===== src/rtl/rc5_stream_loader_if.sv =====
// Byte-stream handshake bundle for rc5_stream_loader: an 8-bit input stream
// and an 8-bit output stream, each with valid/ready.
interface rc5_stream_loader_if;
    logic [7:0] iData;
    logic       iValid;
    logic       oReady;
    logic [7:0] oData;
    logic       oValid;
    logic       iReady;

    modport master (output iData, output iValid, input oReady,
                    input oData, input oValid, output iReady);
    modport slave  (input iData, input iValid, output oReady,
                    output oData, output oValid, input iReady);
endinterface


===== src/rtl/rc5_stream_loader.sv =====
// Framed byte-stream front end for the RC5 engine: loads the key RAM, assembles
// one block, starts cipher/decipher and streams the A/B result back out.
module rc5_stream_loader #(
    parameter int W        = 16,
    parameter int B        = 16,
    parameter int B_LENGTH = $clog2(B)
) (
    input  logic                clk,
    input  logic                rst,
    rc5_stream_loader_if.slave  s,
    output logic [7:0]          oKey_sub_i,
    output logic [B_LENGTH-1:0] oKey_address,
    output logic                oWen,
    output logic [W-1:0]        oA,
    output logic [W-1:0]        oB,
    output logic                oStartCipher,
    output logic                oStartDecipher,
    input  logic                iDoneCipher,
    input  logic                iDoneDecipher,
    input  logic [W-1:0]        iA_res,
    input  logic [W-1:0]        iB_res,
    output logic                oKeyLoaded,
    output logic                oErr
);
    localparam int BLK_BYTES = (2 * W) / 8;
    localparam int BCW       = $clog2(BLK_BYTES);
    localparam int CW        = $clog2((B > BLK_BYTES) ? B : BLK_BYTES);
    localparam logic [CW-1:0] KEY_LAST = CW'(B - 1);
    localparam logic [CW-1:0] BLK_LAST = CW'(BLK_BYTES - 1);
    localparam logic [7:0] CMD_KEY = 8'h01;
    localparam logic [7:0] CMD_ENC = 8'h02;
    localparam logic [7:0] CMD_DEC = 8'h03;

    typedef enum logic [2:0] {
        IDLE  = 3'd0,
        KEY   = 3'd1,
        BLOCK = 3'd2,
        START = 3'd3,
        WAIT  = 3'd4,
        OUT   = 3'd5
    } state_t;

    state_t            state_q, state_d;
    logic [CW-1:0]     cnt_q, cnt_d;
    logic              mode_q, mode_d;       // 0 = cipher, 1 = decipher
    logic [2*W-1:0]    ab_q, ab_d;
    logic [2*W-1:0]    res_q, res_d;
    logic [7:0]        key_q, key_d;
    logic [B_LENGTH-1:0] addr_q, addr_d;
    logic              wen_q, wen_d;
    logic              err_q, err_d;
    logic              loaded_q, loaded_d;
    logic [7:0]        data_q, data_d;
    logic              ready_q, ready_d;
    logic              valid_q, valid_d;
    logic              cstart_q, cstart_d;
    logic              dstart_q, dstart_d;
    logic              in_xfer_s, out_xfer_s, done_s;
    logic [BCW-1:0]    blk_idx_s, nxt_idx_s;

    assign in_xfer_s  = s.iValid && ready_q;
    assign out_xfer_s = valid_q && s.iReady;
    assign done_s     = mode_q ? iDoneDecipher : iDoneCipher;
    assign blk_idx_s  = cnt_q[BCW-1:0];
    assign nxt_idx_s  = blk_idx_s + BCW'(1);

    // Next-state and registered-output computation for the frame FSM.
    always_comb begin
        state_d  = state_q;
        cnt_d    = cnt_q;
        mode_d   = mode_q;
        ab_d     = ab_q;
        res_d    = res_q;
        key_d    = key_q;
        addr_d   = addr_q;
        wen_d    = 1'b0;
        err_d    = 1'b0;
        loaded_d = loaded_q;
        data_d   = data_q;
        case (state_q)
            IDLE: begin
                if (in_xfer_s) begin
                    if (s.iData == CMD_KEY) begin
                        state_d  = KEY;
                        loaded_d = 1'b0;
                    end else if (((s.iData == CMD_ENC) || (s.iData == CMD_DEC)) && loaded_q) begin
                        state_d = BLOCK;
                        mode_d  = s.iData[0];
                    end else begin
                        err_d = 1'b1;
                    end
                end else begin
                    state_d = IDLE;
                end
            end
            KEY: begin
                if (in_xfer_s) begin
                    wen_d  = 1'b1;
                    addr_d = cnt_q[B_LENGTH-1:0];
                    key_d  = s.iData;
                    if (cnt_q == KEY_LAST) begin
                        cnt_d    = '0;
                        loaded_d = 1'b1;
                        state_d  = IDLE;
                    end else begin
                        cnt_d = cnt_q + CW'(1);
                    end
                end else begin
                    cnt_d = cnt_q;
                end
            end
            BLOCK: begin
                if (in_xfer_s) begin
                    ab_d[{blk_idx_s, 3'b000} +: 8] = s.iData;
                    if (cnt_q == BLK_LAST) begin
                        cnt_d   = '0;
                        state_d = START;
                    end else begin
                        cnt_d = cnt_q + CW'(1);
                    end
                end else begin
                    cnt_d = cnt_q;
                end
            end
            START: begin
                state_d = WAIT;
            end
            WAIT: begin
                if (done_s) begin
                    res_d   = {iB_res, iA_res};
                    data_d  = iA_res[7:0];
                    state_d = OUT;
                end else begin
                    state_d = WAIT;
                end
            end
            OUT: begin
                if (out_xfer_s) begin
                    if (cnt_q == BLK_LAST) begin
                        cnt_d   = '0;
                        state_d = IDLE;
                    end else begin
                        cnt_d  = cnt_q + CW'(1);
                        data_d = res_q[{nxt_idx_s, 3'b000} +: 8];
                    end
                end else begin
                    cnt_d = cnt_q;
                end
            end
            default: begin
                state_d = IDLE;
                cnt_d   = '0;
            end
        endcase
        // Handshake and start levels are registered decodes of the next state.
        ready_d  = (state_d == IDLE) || (state_d == KEY) || (state_d == BLOCK);
        valid_d  = (state_d == OUT);
        cstart_d = ((state_d == START) || (state_d == WAIT)) && !mode_d;
        dstart_d = ((state_d == START) || (state_d == WAIT)) && mode_d;
    end

    // State and output registers; reset clears everything except the key RAM.
    always_ff @(posedge clk or negedge rst) begin
        if (!rst) begin
            state_q  <= IDLE;
            cnt_q    <= '0;
            mode_q   <= 1'b0;
            ab_q     <= '0;
            res_q    <= '0;
            key_q    <= 8'h00;
            addr_q   <= '0;
            wen_q    <= 1'b0;
            err_q    <= 1'b0;
            loaded_q <= 1'b0;
            data_q   <= 8'h00;
            ready_q  <= 1'b0;
            valid_q  <= 1'b0;
            cstart_q <= 1'b0;
            dstart_q <= 1'b0;
        end else begin
            state_q  <= state_d;
            cnt_q    <= cnt_d;
            mode_q   <= mode_d;
            ab_q     <= ab_d;
            res_q    <= res_d;
            key_q    <= key_d;
            addr_q   <= addr_d;
            wen_q    <= wen_d;
            err_q    <= err_d;
            loaded_q <= loaded_d;
            data_q   <= data_d;
            ready_q  <= ready_d;
            valid_q  <= valid_d;
            cstart_q <= cstart_d;
            dstart_q <= dstart_d;
        end
    end

    assign s.oReady       = ready_q;
    assign s.oValid       = valid_q;
    assign s.oData        = data_q;
    assign oKey_sub_i     = key_q;
    assign oKey_address   = addr_q;
    assign oWen           = wen_q;
    assign oA             = ab_q[W-1:0];
    assign oB             = ab_q[2*W-1:W];
    assign oStartCipher   = cstart_q;
    assign oStartDecipher = dstart_q;
    assign oKeyLoaded     = loaded_q;
    assign oErr           = err_q;
endmodule


===== src/flat_wrapper.sv =====
// flat-port wrapper written by rule: the top's interface ports become plain ports
module rc5_stream_loader_flat 
#(
    parameter int W        = 16,
    parameter int B        = 16,
    parameter int B_LENGTH = $clog2(B)
)
  (clk, rst, oKey_sub_i, oKey_address, oWen, oA, oB, oStartCipher, oStartDecipher, iDoneCipher, iDoneDecipher, iA_res, iB_res, oKeyLoaded, oErr, s_iData, s_iValid, s_oReady, s_oData, s_oValid, s_iReady);
  rc5_stream_loader_if s_i ();
  input  logic clk;
  input  logic rst;
  output logic [7:0] oKey_sub_i;
  output logic [B_LENGTH-1:0] oKey_address;
  output logic oWen;
  output logic [W-1:0] oA;
  output logic [W-1:0] oB;
  output logic oStartCipher;
  output logic oStartDecipher;
  input  logic iDoneCipher;
  input  logic iDoneDecipher;
  input  logic [W-1:0] iA_res;
  input  logic [W-1:0] iB_res;
  output logic oKeyLoaded;
  output logic oErr;
  input wire logic [$bits(s_i.iData)-1:0] s_iData;
  input wire logic [$bits(s_i.iValid)-1:0] s_iValid;
  output wire logic [$bits(s_i.oReady)-1:0] s_oReady;
  output wire logic [$bits(s_i.oData)-1:0] s_oData;
  output wire logic [$bits(s_i.oValid)-1:0] s_oValid;
  input wire logic [$bits(s_i.iReady)-1:0] s_iReady;
  assign s_i.iData = s_iData;
  assign s_i.iValid = s_iValid;
  assign s_oReady = s_i.oReady;
  assign s_oData = s_i.oData;
  assign s_oValid = s_i.oValid;
  assign s_i.iReady = s_iReady;
  rc5_stream_loader #(.W(W), .B(B), .B_LENGTH(B_LENGTH)) u_core (.clk(clk), .rst(rst), .s(s_i), .oKey_sub_i(oKey_sub_i), .oKey_address(oKey_address), .oWen(oWen), .oA(oA), .oB(oB), .oStartCipher(oStartCipher), .oStartDecipher(oStartDecipher), .iDoneCipher(iDoneCipher), .iDoneDecipher(iDoneDecipher), .iA_res(iA_res), .iB_res(iB_res), .oKeyLoaded(oKeyLoaded), .oErr(oErr));
endmodule

===== config.mk =====
export PLATFORM = sky130hd
export DESIGN_NAME = rc5_stream_loader_flat
export DESIGN_NICKNAME = d
export VERILOG_FILES = /design/src/rtl/rc5_stream_loader_if.sv /design/src/rtl/rc5_stream_loader.sv /design/src/flat_wrapper.sv
export SDC_FILE = /design/constraint.sdc
export NUM_CORES = 1
export LEC_CHECK = 0
export BUFFER_PORTS_ARGS = -buffer_cell sky130_fd_sc_hd__buf_2
export CAP_MARGIN = 0
export CORE_UTILIZATION = 47
export CTS_CLUSTER_DIAMETER = 40
export CTS_CLUSTER_SIZE = 24
export DETAILED_ROUTE_END_ITERATION = 10
export PLACE_DENSITY = 0.71
export SLEW_MARGIN = 20
export SYNTH_ARGS = -nofsm -noshare
export SYNTH_HDL_FRONTEND = slang
export SYNTH_SLANG_ARGS = --single-unit

===== constraint.sdc =====
create_clock -name clk -period 3.2 [get_ports clk]
set_input_delay 0.48 -clock clk [delete_from_list [all_inputs] [get_ports clk]]
set_output_delay 0.48 -clock clk [all_outputs]
set_load 0.02 [all_outputs]

==> flow_metrics.py, run 1 <==
metrics = {
    "run_status": {
        "outcome": "completed",
    },
    "placement": {
        "pre_cts_ws_ns": 0.873,
        "gp_routability_congestion": 0.809,
        "post-dp-hpwl_um": 7060,
        "port_buffers": 104,
        "place_inst": 633,
    },
    "worst_setup_path": {
        "critical_path_cell_by_cell": "buf_4, ha_1, nor3b_2, nor2_1, a21oi_2, mux2_2",
        "timing.critical_path.slowest_cell_delay_ns": 0.42,
        "timing.critical_path.depth": 6,
        "r2r.worst_path.cells": 6,
        "setup.worst_path.start_class": "flop",
        "slowest_stage": "dfrtp_1",
        "cp.arrival_ns": 2.55,
        "cp_num_buf_inv": 1,
        "cp_data_required_time_ns": 3.44,
        "crit-reg2reg-capture": "u_core.s.oData[5]",
        "worstSetupStartpoint": "u_core.cnt_q[0]",
        "critical_path.top_delay_family": "simple AND/OR/NAND/NOR gates",
        "r2r_slack_ns": 0.89,
        "critPathMaxFanout": 14,
        "timing.critical_path.to": "u_core.s.oData[5]",
        "timing.rr.start": "u_core.cnt_q[0]",
        "cp-end-kind": "flop",
        "timing_worst_setup_path_type": "flop to flop",
    },
    "final_layout": {
        "num-fill-cells": 842,
        "area_taken_by_multi_input_logic_gates_mm2": 0.00184,
        "seqCellArea_mm2": 0.00248,
        "post_route_cells_drive_above_1_share_pct": 31.0,
        "fin_nets": 585,
        "utilization_pct": 57.5,
        "finish.cell_count_without_fillers": 649,
        "antenna_cells": 0,
        "flow.area_growth_from_synthesis_pct": 19.5,
    },
    "route": {
        "antenna_violating_nets_post_route": 0,
        "drt-wirelength-per-cell_um": 15.5,
        "totalWireLength_um": 10000,
        "drt_first_pass_iters": 4,
        "drt_iter0_drc": 123,
        "remaining_drc_errors": 0,
        "dr_total_vias": 3458,
        "vias_per_cell": 5.33,
    },
    "synthesis": {
        "syn_nets": 482,
        "synth-seq-area-share_pct": 56.0,
        "ys.flop_type": "dfrtp_1",
        "yosysWarningCount": 0,
        "postSynthCellCount": 430,
        "async_reset_ff_share_pct": 100,
        "synth_top_cell_area_share_pct": 56.0,
        "post_synth_edffs": 0,
        "ys_types": 42,
        "postSynthAreaPerCell_um2": 10.3,
        "yosysMostFrequentCell": "nand2_1",
        "synth.cell_area_mm2": 0.00442,
        "yosys_register_bits": 99,
        "synth_top_cell_by_area": "dfrtp_1",
        "synth.cells.most_frequent": "nand2_1 (168), dfrtp_1 (99), o21ai_0 (39)",
        "synth.top_cells.by_area": "dfrtp_1 (56%), nand2_1 (14%), mux2_2 (7.1%), o21ai_0 (4.4%), mux4_1 (2.4%)",
    },
    "sta": {
        "rsz0062_at_grt": "no",
        "clock.fmax_mhz": 433,
        "finalSetupViolCount": 0,
        "worst_pin_slew_ns": 0.890,
        "post-route-worst-setup-slack_ns": 0.891,
        "maxSlewHeadroom_pct": 40.2,
        "clock_skews_ns": 0.00987,
        "setup_total_negative_slack_ns": 0,
        "final_min_period_over_clock_period_pct": 72.2,
        "layout_min_cycle_time_ns": 2.31,
        "hold_violations": 0,
        "timing_max_transition_violations_final": 0,
    },
    "clock_tree": {
        "cts_hold_buffers": 0,
        "clock_tree.root_cell": "clkbuf_8",
        "ctsHtreeMaxLevel": 3,
        "clk_pin_slew_ns": 0.10,
        "latest_clock_arrival_within_the_worst_skew_pair_ns": 0.35,
        "ctsLongestPathBuffers": 2,
        "clkSinkCount": 99,
        "cts_setup_buffers": 0,
        "tritoncts": "done",
        "cts.repair.resized": 0,
        "cts_made_buffers": 9,
    },
    "worst_hold_path": {
        "timing.hold.worst.class": "input port to asynchronous set/reset pin",
    },
    "power": {
        "power_mw": 2.58,
        "power_per_cell_area_mw_per_mm2": 488,
        "power.ir.vdd_worst_v": 0.000327,
        "total_leakage_power_nw": 2.76,
    },
    "global_routing": {
        "grt_util_all_layers_pct": 21.4,
        "number_of_antenna_violations_at_the_first_check_in_global_routing": 0,
        "grt_remaining_overflow": 0,
        "wire_length_of_the_first_global_routing_pass_um": 16300,
        "grt_pass1_vias": 3311,
        "grt_max_degree": 64,
    },
    "floorplan": {
        "row_count": 35,
        "floorplan.die.width_um": 99.0,
        "floorplan.initialDensity_pct": 48.1,
        "core_region_area_mm2": 0.00920,
        "design.portCount": 105,
        "floorplan.die.height_um": 99.0,
        "die_area_mm2": 0.00980,
    },
    "run": {
        "max-cap-violations": 0,
    },
}
==> placed cells by master (no fill, tap or decap), types with 2 or more instances in the layout <==
cell	n
nor3b_1	5
buf_2	103
inv_1	3
nand4bb_1	2
o21ai_0	39
mux2_2	28
a21oi_1	4
mux4_2	4
or3_1	2
a21o_1	3
nor3_2	2
nand3_1	6
mux4_1	4
or2_2	2
o31ai_1	2
nor2_1	4
nand2b_1	3
clkbuf_8	11
ha_1	6
nor4_1	2
bufinv_16	2
buf_4	7
nand2_1	168
nor3_1	3
dfrtp_1	99
a22o_1	2
nor3b_2	2
clkinvlp_4	2
a211oi_1	2
==> metal layers <==
metal,wire length (µm),GRT usage [%]
met5,0,0
met4,227,8.61
met3,447,3.12
met2,4810,35.9
met1,4550,28.1
==> flip-flops by register name (all words and copies together), names as in the netlist, 3 cells and up <==
| signal | flops |
|---|---|
| u_core.res_q | 32 |
| u_core.s.oData | 8 |
| u_core.ab_q | 32 |
| u_core.oKey_address | 4 |
| u_core.cnt_q | 4 |
| u_core.oKey_sub_i | 8 |
| u_core.state_q | 3 |
==> cell type report <==
class | count | area share (%)
multi-input combinational | 309 | 34.7
clock buffer | 11 | 2.86
clock inverter | 5 | 1.59
timing repair buffer | 111 | 11.1
tap | 111 | 2.63
inverter | 3 | 0.213
sequential | 99 | 46.9
==> worst min path at each step <==
stage | cells past startpoint | slack (ns) | endpoint
6_report | 1 | 0.22 | u_core.ab_q[4]
5_1_grt | 1 | 0.27 | u_core.ab_q[2]
4_1_cts | 1 | 0.24 | u_core.ab_q[1]
3_5_place_dp | 2 | 0.45 | u_core.res_q[3]
3_3_place_gp | 2 | 0.45 | u_core.res_q[3]
2_1_floorplan | 0 | 0.18 | u_core.ab_q[0]
==> stage by stage <==
step                hold WS, ns  instance area, µm²
floorplan                 0.184                4420
CTS                       0.238                5290
global placement          0.451                5050
global route              0.267                5290
detailed placement        0.455                5050
finish                    0.219                5290
==> power by group <==
part	leakage (nW)	switching, mW	internal (mW)
Clock	0.112	0.435	0.486
Combinational	1.32	0.177	0.132
Sequential	1.33	0.0357	1.31
==> cell families (layout without fill, tap and decap cells) <==
group	count (synthesis)	after routing	share of synthesized area (%)
AO/OA/AOI/OAI	59	59	7.72
AND/OR/NAND/NOR	207	207	20.1
multiplexers	37	37	11.8
adder cells (fa/ha/maj)	6	6	1.70
flip-flops	99	99	56.0
buffers and inverters	22	130	2.72
No activity file was read; power rests on OpenSTA's default activity.
==> run 2, diff against run 1 <==
--- a/config.mk
+++ b/config.mk
@@ -11,7 +11,7 @@
 export CTS_CLUSTER_DIAMETER = 40
 export CTS_CLUSTER_SIZE = 24
 export DETAILED_ROUTE_END_ITERATION = 10
-export PLACE_DENSITY = 0.71
+export PLACE_DENSITY = 0.74
 export SLEW_MARGIN = 20
 export SYNTH_ARGS = -nofsm -noshare
 export SYNTH_HDL_FRONTEND = slang
==> constraint.sdc (replaced) <==
create_clock -name clk -period 1.9 [get_ports clk]
set_input_delay 0.285 -clock clk [delete_from_list [all_inputs] [get_ports clk]]
set_output_delay 0.285 -clock clk [all_outputs]
set_load 0.02 [all_outputs]
==> run 2 against run 1 <==
Compared with the run above: clock power up 42%; register-to-register slack worse by 0.80 ns; non-clock buffer count up 11; setup slack worse by 0.80 ns; wire length down 3.3%; sequential cell count unchanged; global-route usage down 0.42 points; sequential share of layout area down 0.84 points.
==> flow_metrics.py, run 2 (synthesis gave the netlist of run 1 again) <==
metrics = {
    "run_status": {
        "outcome": "completed",
    },
    "global_routing": {
        "grt_max_degree": 41,
        "number_of_antenna_violations_at_the_first_check_in_global_routing": 0,
        "grt_remaining_overflow": 0,
        "grt_util_all_layers_pct": 21.0,
        "wire_length_of_the_first_global_routing_pass_um": 16100,
        "grt_pass1_vias": 3220,
    },
    "floorplan": {
        "core_region_area_mm2": 0.00920,
        "floorplan.die.height_um": 99.0,
        "floorplan.die.width_um": 99.0,
        "row_count": 35,
        "die_area_mm2": 0.00980,
        "design.portCount": 105,
        "floorplan.initialDensity_pct": 48.1,
    },
    "power": {
        "switching_share_pct": 28.1,
        "power_mw": 4.12,
        "power_per_cell_area_mw_per_mm2": 766,
        "power_switching_mw": 1.16,
        "total_leakage_power_nw": 2.80,
        "power_frac_comb_pct": 13.1,
        "seq_pwr_share_pct": 55.0,
        "power.ir.vdd_worst_v": 0.000538,
        "internal_power_mw": 2.96,
        "clock_power_share_pct": 31.9,
    },
    "clock_tree": {
        "ctsLongestPathBuffers": 2,
        "cts_made_buffers": 9,
        "ctsHtreeMaxLevel": 3,
        "clock_tree.root_cell": "clkbuf_8",
        "tritoncts": "done",
        "clk_pin_slew_ns": 0.10,
        "latest_clock_arrival_within_the_worst_skew_pair_ns": 0.37,
        "clkSinkCount": 99,
    },
    "worst_setup_path": {
        "crit-reg2reg-capture": "u_core.s.oData[6]",
        "cp.arrival_ns": 2.07,
        "cp-end-kind": "flop",
        "r2r_slack_ns": 0.09,
        "timing_worst_setup_path_type": "flop to flop",
        "cp_data_required_time_ns": 2.15,
        "worstSetupStartpoint": "u_core.cnt_q[0]",
        "r2r.worst_path.cells": 5,
        "setup.worst_path.start_class": "flop",
        "critPathMaxFanout": 10,
        "timing.rr.start": "u_core.cnt_q[0]",
    },
    "placement": {
        "pre_cts_ws_ns": -0.0206,
        "gp_routability_congestion": 0.805,
        "dpl-instance-area_mm2": 0.00514,
        "port_buffers": 104,
        "post-dp-hpwl_um": 6910,
    },
    "route": {
        "dr_total_vias": 3480,
        "vias_per_cell": 5.27,
        "drt_first_pass_iters": 5,
        "totalWireLength_um": 9700,
        "drt-wirelength-per-cell_um": 14.7,
        "drt_iter0_drc": 202,
        "antenna_violating_nets_post_route": 0,
        "remaining_drc_errors": 0,
    },
    "sta": {
        "final_min_period_over_clock_period_pct": 95.5,
        "worst_pin_slew_ns": 0.508,
        "maxSlewHeadroom_pct": 66.1,
        "clock_skews_ns": 0.00977,
        "rsz0062_at_grt": "no",
        "fin_hold_ws_ns": 0.0998,
        "timing_max_transition_violations_final": 0,
        "post-route-worst-setup-slack_ns": 0.0859,
        "hold_violations": 0,
        "setup_total_negative_slack_ns": 0,
        "layout_min_cycle_time_ns": 1.81,
        "finalSetupViolCount": 0,
        "clock.fmax_mhz": 551,
    },
    "worst_hold_path": {
        "timing.hold.worst.class": "input port to flop",
        "worstHoldPathCells": 3,
        "hold_path.startpoint": "iB_res[10]",
        "end_point_of_the_worst_hold_path": "u_core.res_q[26]",
    },
    "final_layout": {
        "layout.cells.most_common": "nand2_1",
        "layout.cells.most_common_list": "nand2_1 (168), buf_2 (103), dfrtp_1 (97)",
        "layout.cell_area.non_filler_mm2": 0.00539,
        "antenna_cells": 0,
        "num-fill-cells": 828,
        "top_regs": "u_core.ab_q (32), u_core.res_q (32)",
        "flow.area_growth_from_synthesis_pct": 21.8,
        "post_route_cells_drive_above_1_share_pct": 34.2,
        "fin_nets": 596,
    },
    "run": {
        "max-cap-violations": 0,
    },
}
## run 2: cell count changes in the layout (fill, tap and decap cells not counted), sizes merged
cell         previous run  this run
inv                     4         8
clkbuf                 11         9
clkinvlp                2         1
buf                   111       121
dlygate4sd3             0         1
clkinv                  0         1
bufinv                  2         0
## run 2: per-layer routing
metal  GRT usage [%]  share of wire (%)
met5               0                  0
met4            5.51               0.79
met3            4.47                5.3
met2            34.4                 48
met1            28.6                 46
## run 2: critical path, stage by stage (launching register included)
cell and delay [ns]:
dfrtp_2 0.46, inv_6 0.06, ha_4 0.35, mux4_2 0.31
mux2_2 0.27, mux2_2 0.26
## run 2: repair_timing
| action | CTS | global route |
|---|---|---|
| hold buffers | 1 | 0 |
| setup buffers | 1 | 0 |
| pin swaps | 1 | 1 |
| setup endpoints to repair | 22 | 42 |
| endpoints found under the hold margin | 38 | 0 |
| gates resized for setup | 1 | 11 |
## run 2: worst max path at each step
stage	cells after the start	endpoint	slack, ns
global placement	4	u_core.s.oData[2]	0.04
global route	4	u_core.oStartDecipher	0.0005
floorplan	8	u_core.s.oData[4]	-0.09
CTS	4	u_core.ab_q[7]	-0.04
finish	5	u_core.s.oData[6]	0.09
detailed placement	4	u_core.ab_q[7]	-0.02
## run 2: metrics by stage
step,utilization [%],std cells
after floorplan,-,430
after global placement,55.9,642
after detailed placement,55.9,642
after CTS,58.1,660
after global routing,58.6,660
final,58.6,660
## run 2: power groups by stage
stage	Sequential, mW	Clock (mW)	Combinational [mW]
finish	2.27	1.31	0.541
global route	2.28	1.44	0.593
CTS	2.27	1.35	0.544
detailed placement	2.31	0	0.538
global placement	2.31	0	0.527
floorplan	2.38	0	0.231
## run 2: cell type report
type / count / area [µm²] / area share, %
Clock inverter: 7 / 67.6 / 1.25
Multi-Input combinational cell: 309 / 1880 / 35.0
Timing Repair Buffer: 122 / 677 / 12.6
Clock buffer: 9 / 124 / 2.30
Sequential cell: 99 / 2480 / 46.0
Tap cell: 111 / 139 / 2.58
Inverter: 3 / 16.3 / 0.302
